<file path="src/rtl/hdp_pkg.sv">
// hdp_pkg
// Shared definitions for the HDP data-memory arbiter.
//   AW / DW     : default data-memory word-address and data widths
//   arb_state_e : arbiter FSM states (ARB = normal round-robin, LOCK = debug owns memory)
//   rr_ptr_e    : round-robin pointer, names the requester that wins a tie
package hdp_pkg;

  localparam int AW = 5;
  localparam int DW = 32;

  typedef enum logic {
    ARB  = 1'b0,
    LOCK = 1'b1
  } arb_state_e;

  typedef enum logic {
    FAV_CORE = 1'b0,
    FAV_DBG  = 1'b1
  } rr_ptr_e;

endpackage

</file>
<file path="src/rtl/hdp_dmem_arbiter_if.sv">
// hdp_dmem_arbiter_if
// Bundles the three buses around the data-memory arbiter.
//   core  side : c_req, c_we, c_addr, c_wdata -> arbiter; c_gnt, c_rvalid, c_rdata, c_stall <- arbiter
//   debug side : d_req, d_we, d_lock, d_addr, d_wdata -> arbiter; d_gnt, d_rvalid, d_rdata <- arbiter
//   memory side: m_en, m_we, m_addr, m_wdata <- arbiter; m_rdata -> arbiter (one cycle after a read)
// Modport slave is the arbiter's view, master is the requester/memory environment's view.
interface hdp_dmem_arbiter_if #(
  parameter int AW = hdp_pkg::AW,
  parameter int DW = hdp_pkg::DW
);

  logic          c_req;
  logic          c_we;
  logic [AW-1:0] c_addr;
  logic [DW-1:0] c_wdata;
  logic          c_gnt;
  logic          c_rvalid;
  logic [DW-1:0] c_rdata;
  logic          c_stall;

  logic          d_req;
  logic          d_we;
  logic          d_lock;
  logic [AW-1:0] d_addr;
  logic [DW-1:0] d_wdata;
  logic          d_gnt;
  logic          d_rvalid;
  logic [DW-1:0] d_rdata;

  logic          m_en;
  logic          m_we;
  logic [AW-1:0] m_addr;
  logic [DW-1:0] m_wdata;
  logic [DW-1:0] m_rdata;

  modport slave (
    input  c_req, c_we, c_addr, c_wdata,
    output c_gnt, c_rvalid, c_rdata, c_stall,
    input  d_req, d_we, d_lock, d_addr, d_wdata,
    output d_gnt, d_rvalid, d_rdata,
    output m_en, m_we, m_addr, m_wdata,
    input  m_rdata
  );

  modport master (
    output c_req, c_we, c_addr, c_wdata,
    input  c_gnt, c_rvalid, c_rdata, c_stall,
    output d_req, d_we, d_lock, d_addr, d_wdata,
    input  d_gnt, d_rvalid, d_rdata,
    input  m_en, m_we, m_addr, m_wdata,
    output m_rdata
  );

endinterface

</file>
<file path="src/rtl/hdp_dmem_arbiter.sv">
// hdp_dmem_arbiter
// Two-port arbiter in front of a single-port data memory: the CPU core and a debug
// port share it with round-robin fairness, and the debug port may lock the memory
// for up to MAX_LOCK consecutive cycles.
//   clk : sole clock
//   RN  : synchronous, active-high reset
//   bus : hdp_dmem_arbiter_if.slave -- core, debug and memory buses
module hdp_dmem_arbiter #(
  parameter int AW       = hdp_pkg::AW,
  parameter int DW       = hdp_pkg::DW,
  parameter int MAX_LOCK = 16
) (
  input logic               clk,
  input logic               RN,
  hdp_dmem_arbiter_if.slave bus
);

  import hdp_pkg::*;

  localparam int            CW      = $clog2(MAX_LOCK + 1);
  localparam logic [CW-1:0] CNT_ONE = CW'(1);
  localparam logic [CW-1:0] CNT_MAX = CW'(MAX_LOCK);

  arb_state_e    state_q, state_d;
  rr_ptr_e       ptr_q, ptr_d;
  logic [CW-1:0] cnt_q, cnt_d;
  logic          ign_q, ign_d;
  logic          c_win, d_win;
  logic          c_rv_q, d_rv_q;
  logic [DW-1:0] c_hold_q, d_hold_q;

  // Grant selection and FSM next state. ign_q is set only for the single cycle
  // after a lock expires, so a debug grant then cannot re-enter LOCK and a
  // waiting core request wins through the pointer forced to FAV_CORE.
  always_comb begin
    state_d = state_q;
    ptr_d   = ptr_q;
    cnt_d   = cnt_q;
    ign_d   = 1'b0;
    c_win   = 1'b0;
    d_win   = 1'b0;
    unique case (state_q)
      ARB: begin
        cnt_d = '0;
        if (bus.c_req && (!bus.d_req || ptr_q == FAV_CORE)) begin
          c_win = 1'b1;
        end else if (bus.d_req) begin
          d_win = 1'b1;
        end
        if (d_win && bus.d_lock && !ign_q) begin
          state_d = LOCK;
          cnt_d   = CNT_ONE;
        end
      end
      LOCK: begin
        d_win = bus.d_req;
        cnt_d = cnt_q + CNT_ONE;
        if (cnt_d >= CNT_MAX) begin
          state_d = ARB;
          cnt_d   = '0;
          ign_d   = 1'b1;
        end else if (!bus.d_lock) begin
          state_d = ARB;
          cnt_d   = '0;
        end
      end
      default: begin
        state_d = ARB;
      end
    endcase
    // Nothing may be granted while reset is held.
    if (RN) begin
      c_win = 1'b0;
      d_win = 1'b0;
    end
    if (c_win) begin
      ptr_d = FAV_DBG;
    end else if (d_win) begin
      ptr_d = FAV_CORE;
    end
    if (ign_d) begin
      ptr_d = FAV_CORE;
    end
  end

  // Memory command routing: the winner's fields pass straight through, idle is all-zero.
  assign bus.c_gnt   = c_win;
  assign bus.d_gnt   = d_win;
  assign bus.c_stall = bus.c_req & ~c_win;
  assign bus.m_en    = c_win | d_win;
  assign bus.m_we    = (c_win & bus.c_we) | (d_win & bus.d_we);
  assign bus.m_addr  = c_win ? bus.c_addr  : (d_win ? bus.d_addr  : {AW{1'b0}});
  assign bus.m_wdata = c_win ? bus.c_wdata : (d_win ? bus.d_wdata : {DW{1'b0}});

  // Read return: memory data is forwarded in the rvalid cycle and captured so
  // rdata holds afterwards. Masking with RN keeps a read granted just before
  // reset from showing up while reset is asserted.
  assign bus.c_rvalid = c_rv_q & ~RN;
  assign bus.d_rvalid = d_rv_q & ~RN;
  assign bus.c_rdata  = RN ? '0 : (c_rv_q ? bus.m_rdata : c_hold_q);
  assign bus.d_rdata  = RN ? '0 : (d_rv_q ? bus.m_rdata : d_hold_q);

  // State, pointer, lock counter and read-return registers.
  always_ff @(posedge clk) begin
    if (RN) begin
      state_q  <= ARB;
      ptr_q    <= FAV_CORE;
      cnt_q    <= '0;
      ign_q    <= 1'b0;
      c_rv_q   <= 1'b0;
      d_rv_q   <= 1'b0;
      c_hold_q <= '0;
      d_hold_q <= '0;
    end else begin
      state_q <= state_d;
      ptr_q   <= ptr_d;
      cnt_q   <= cnt_d;
      ign_q   <= ign_d;
      c_rv_q  <= c_win & ~bus.c_we;
      d_rv_q  <= d_win & ~bus.d_we;
      if (c_rv_q) begin
        c_hold_q <= bus.m_rdata;
      end
      if (d_rv_q) begin
        d_hold_q <= bus.m_rdata;
      end
    end
  end

endmodule

</file>
<file path="src/flat_wrapper.sv">
// flat-port wrapper written by rule: the top's interface ports become plain ports
module hdp_dmem_arbiter_flat import hdp_pkg::*;
#(
  parameter int AW       = hdp_pkg::AW,
  parameter int DW       = hdp_pkg::DW,
  parameter int MAX_LOCK = 16
)
  (clk, RN, bus_c_req, bus_c_we, bus_c_addr, bus_c_wdata, bus_c_gnt, bus_c_rvalid, bus_c_rdata, bus_c_stall, bus_d_req, bus_d_we, bus_d_lock, bus_d_addr, bus_d_wdata, bus_d_gnt, bus_d_rvalid, bus_d_rdata, bus_m_en, bus_m_we, bus_m_addr, bus_m_wdata, bus_m_rdata);
  hdp_dmem_arbiter_if #(.AW(AW), .DW(DW)) bus_i ();
  input logic clk;
  input logic RN;
  input wire logic [$bits(bus_i.c_req)-1:0] bus_c_req;
  input wire logic [$bits(bus_i.c_we)-1:0] bus_c_we;
  input wire logic [$bits(bus_i.c_addr)-1:0] bus_c_addr;
  input wire logic [$bits(bus_i.c_wdata)-1:0] bus_c_wdata;
  output wire logic [$bits(bus_i.c_gnt)-1:0] bus_c_gnt;
  output wire logic [$bits(bus_i.c_rvalid)-1:0] bus_c_rvalid;
  output wire logic [$bits(bus_i.c_rdata)-1:0] bus_c_rdata;
  output wire logic [$bits(bus_i.c_stall)-1:0] bus_c_stall;
  input wire logic [$bits(bus_i.d_req)-1:0] bus_d_req;
  input wire logic [$bits(bus_i.d_we)-1:0] bus_d_we;
  input wire logic [$bits(bus_i.d_lock)-1:0] bus_d_lock;
  input wire logic [$bits(bus_i.d_addr)-1:0] bus_d_addr;
  input wire logic [$bits(bus_i.d_wdata)-1:0] bus_d_wdata;
  output wire logic [$bits(bus_i.d_gnt)-1:0] bus_d_gnt;
  output wire logic [$bits(bus_i.d_rvalid)-1:0] bus_d_rvalid;
  output wire logic [$bits(bus_i.d_rdata)-1:0] bus_d_rdata;
  output wire logic [$bits(bus_i.m_en)-1:0] bus_m_en;
  output wire logic [$bits(bus_i.m_we)-1:0] bus_m_we;
  output wire logic [$bits(bus_i.m_addr)-1:0] bus_m_addr;
  output wire logic [$bits(bus_i.m_wdata)-1:0] bus_m_wdata;
  input wire logic [$bits(bus_i.m_rdata)-1:0] bus_m_rdata;
  assign bus_i.c_req = bus_c_req;
  assign bus_i.c_we = bus_c_we;
  assign bus_i.c_addr = bus_c_addr;
  assign bus_i.c_wdata = bus_c_wdata;
  assign bus_c_gnt = bus_i.c_gnt;
  assign bus_c_rvalid = bus_i.c_rvalid;
  assign bus_c_rdata = bus_i.c_rdata;
  assign bus_c_stall = bus_i.c_stall;
  assign bus_i.d_req = bus_d_req;
  assign bus_i.d_we = bus_d_we;
  assign bus_i.d_lock = bus_d_lock;
  assign bus_i.d_addr = bus_d_addr;
  assign bus_i.d_wdata = bus_d_wdata;
  assign bus_d_gnt = bus_i.d_gnt;
  assign bus_d_rvalid = bus_i.d_rvalid;
  assign bus_d_rdata = bus_i.d_rdata;
  assign bus_m_en = bus_i.m_en;
  assign bus_m_we = bus_i.m_we;
  assign bus_m_addr = bus_i.m_addr;
  assign bus_m_wdata = bus_i.m_wdata;
  assign bus_i.m_rdata = bus_m_rdata;
  hdp_dmem_arbiter #(.AW(AW), .DW(DW), .MAX_LOCK(MAX_LOCK)) u_core (.clk(clk), .RN(RN), .bus(bus_i));
endmodule
</file>
<file path="config.mk">
export PLATFORM = sky130hd
export DESIGN_NAME = hdp_dmem_arbiter_flat
export DESIGN_NICKNAME = d
export VERILOG_FILES = /design/src/rtl/hdp_pkg.sv /design/src/rtl/hdp_dmem_arbiter_if.sv /design/src/rtl/hdp_dmem_arbiter.sv /design/src/flat_wrapper.sv
export SDC_FILE = /design/constraint.sdc
export NUM_CORES = 1
export LEC_CHECK = 0
export BUFFER_PORTS_ARGS = -buffer_cell sky130_fd_sc_hd__buf_2
export CAP_MARGIN = 10
export CORE_MARGIN = 2
export CORE_UTILIZATION = 41
export CTS_CLUSTER_DIAMETER = 60
export DETAILED_ROUTE_END_ITERATION = 8
export PLACE_DENSITY = 0.86
export SYNTH_ARGS = -nofsm -noshare
export SYNTH_HDL_FRONTEND = slang
export SYNTH_SLANG_ARGS = --single-unit
</file>
<file path="constraint.sdc">
create_clock -name clk -period 1.4 [get_ports clk]
set_input_delay 0.14 -clock clk [delete_from_list [all_inputs] [get_ports clk]]
set_output_delay 0.14 -clock clk [all_outputs]
set_load 0.02 [all_outputs]
</file>
==> flow_summary.toml <==
[flow_run]
max-cap-violations = 0

[route]
dr.pass1.iters = 4
ant_nets = 0
num_vias = 3403
drt-initial-drc-count = 137
wl_per_cell_um = 18.3
vias_per_cell = 5.06
drc = 0
routed_wl_um = 12300

[pwr]
switching_power_w = 0.00147
clockPowerShare = 0.347
ir_worst_vdd_v = 0.000927
combinationalPowerShare = 0.250
power_density_nw_per_um2 = 940
power_frac_seq = 0.403
p_int_w = 0.00399
cellLeakagePower_nw = 2.71
total_power_w = 0.00546
power.share.switching = 0.270

[layout]
final_util = 0.805
area_delta_synth_final_pct = 90.2
drive_gt1_frac = 0.575
nNetsFinal = 683
num_antenna_cells = 0
final_cell_count_no_fill = 673
design_area_um2 = 5810

[sta]
hold_violations = 0
fin_ws_ns = -0.429
finalMaxSlewViolations = 0
tightestPinTransition_ns = 0.508
fmax_mhz = 547
clock_skew_ns = 0.0181
setup_tns_ns = -23.50
relSlewSlack = 0.661
finalSetupViolations = 107
fin_crit_ns = 1.83
grt_setup_unrepaired = "true"
timing.final.crit_share = 1.31

[clocking]
cts_buffers = 9
clkSlewWorstSetupHoldPaths_ns = 0.08
cts_tree = "done"
clockBufferDepth = 2
cts.sinks = 74
htreeDepth = 3
root_buffer = "clkbuf_8"
clkLatencyLatePin_ns = 0.34

[synthesis]
synth_cell_type_count = 28
synth.most_common_cell = "dfxtp_1"
ys.warnings.count = 0
synth_common_cells = "74 x dfxtp_1, 65 x nor2_1, 64 x mux2i_1, 38 x a22o_1, 10 x buf_2"
ys_ff_latch = 74
synthArstFlopShare = 0
synth-edff-count = 0
synth_ff_type = "dfxtp_1"
ys_top_cells_by_area = "dfxtp_1 49%, mux2i_1 21%, a22o_1 11%, nor2_1 8.0%, buf_2 1.6%"
synth_top_area_frac = 0.485
synthCells = 295
yosysTopAreaCell = "dfxtp_1"
syn_avg_cell_area_um2 = 10.4
ys_seq_area_frac = 0.485
netlist_area_um2 = 3050
synth_fp_nets = 409

[worst_setup_path]
slowest_delay_ns = 0.34
critPathSlowestCell = "dfxtp_2"
cp.required_ns = 1.26
crit_path_max_fanout = 21
worstPathCellList = "a2111oi_4 -> buf_6 -> buf_12 -> a22o_1 -> buf_4"
cp.arrival_ns = 1.69
cp-start-kind = "flop"
crit_type = "flop to primary output"
cp-end-kind = "primary output"

[grt]
grt_pass1_wl_um = 17500
grtUsageTotal = 0.273
grt_max_degree = 49
grt_pass1_vias = 3327
overflow = 0
antenna_found_initial = 0

[place]
hpwl_um = 7560
placed_area_um2 = 4330
dpl.cell_count = 604
gp_congestion = 0.977
io_buffers = 220

[die]
die_w_um = 90.3
die_h_um = 90.3
die_area_um2 = 8160
coreArea_um2 = 7210
initial_core_util = 0.423
pin_count = 221
row_count = 31

[status]
outcome = "finished with violations"
violations = "setup timing"

[min_path]
hold_path_class = "primary input to flop"
## kinds of logic after synthesis
family          synth area share
other cells              0.00123
xor+xnor                 0.00860
fa+ha+maj                0.00410
mux                        0.210
buf+inv                   0.0471
compound gates             0.130
simple gates               0.114
flops                      0.485
## routing by layer
metal	wire [um]	share of wire	track usage	vias to the layer above
met1	4610	0.37	0.306	1592
met4	430	0.035	0.0987	0
met2	6270	0.51	0.482	194
met3	1010	0.082	0.0885	36
li1	-	-	-	1581
met5	0	0	0	-
## cell type report
class                   count  area (um^2)
multi-input cells         195         1570
clock inverters             5         83.8
inverters                   2         7.51
clock buffers              11          151
flip-flops and latches     74         1490
repair buffers            287         2380
fillers                   429         1400
well taps                  99          124
## registers in the layout (all words and copies together) (netlist names)
name,flops
u_core.ign_q,1
u_core.d_hold_q,32
u_core.ptr_q,1
u_core.c_rv_q,1
u_core.state_q,1
u_core.cnt_q,5
u_core.d_rv_q,1
u_core.c_hold_q,32
## worst paths after layout
check	from	endpoint	slack, ns	cells past startpoint
max	u_core.ptr_q	bus_m_wdata[1]	-0.43	5
min	bus_m_rdata[8]	u_core.c_hold_q[8]	0.09	3
max reg2reg	u_core.ptr_q	u_core.c_rv_q	0.05	6
min reg2reg	u_core.cnt_q[0]	u_core.cnt_q[0]	0.49	1
## worst max-delay path: cells and delay by family (launching register included)
family,cells,cell delay [ns]
flops,1,0.34
compound gates,2,0.51
buf+inv,3,0.50
## what timing repair did
item	4_1_cts	5_1_grt
hold buffers	1	0
hold endpoints to repair	1	0
pin swaps	13	32
setup endpoints to repair	106	110
buffers inserted	26	16
gates resized for setup	137	60
cloned	14	1
## placed cells by master (no fill, tap or decap), types with 2 or more instances in the layout
master / count
xnor2_1: 2
buf_16: 8
inv_1: 2
a22o_1: 36
mux2i_1: 54
buf_4: 74
buf_8: 5
a22o_4: 2
buf_2: 133
clkinvlp_4: 2
buf_6: 54
o31ai_1: 2
mux2i_2: 6
nor2b_1: 2
nor2_1: 58
nor3_1: 3
nor2_2: 6
mux2i_4: 4
dfxtp_1: 71
nor2b_4: 2
clkbuf_8: 11
nand3_1: 3
bufinv_16: 2
dfxtp_4: 2
buf_12: 11
## power by group through the flow
stage          clock [W]  combinational [W]  sequential, W
2_1_floorplan          0           0.000529        0.00224
3_3_place_gp           0           0.000921        0.00224
3_5_place_dp           0           0.000932        0.00225
4_1_cts          0.00192            0.00127        0.00220
5_1_grt          0.00201            0.00142        0.00221
6_report         0.00190            0.00136        0.00220
## per-stage QoR
stage                     hold slack [ns]  setup WS, ns
after CTS                          0.0779        -0.430
after detailed placement            0.334       -0.0921
final                              0.0943        -0.429
after global routing                0.119        -0.500
after floorplan                     0.212       0.00630
after global placement              0.330       -0.0819
No activity file was read; power rests on OpenSTA's default activity.
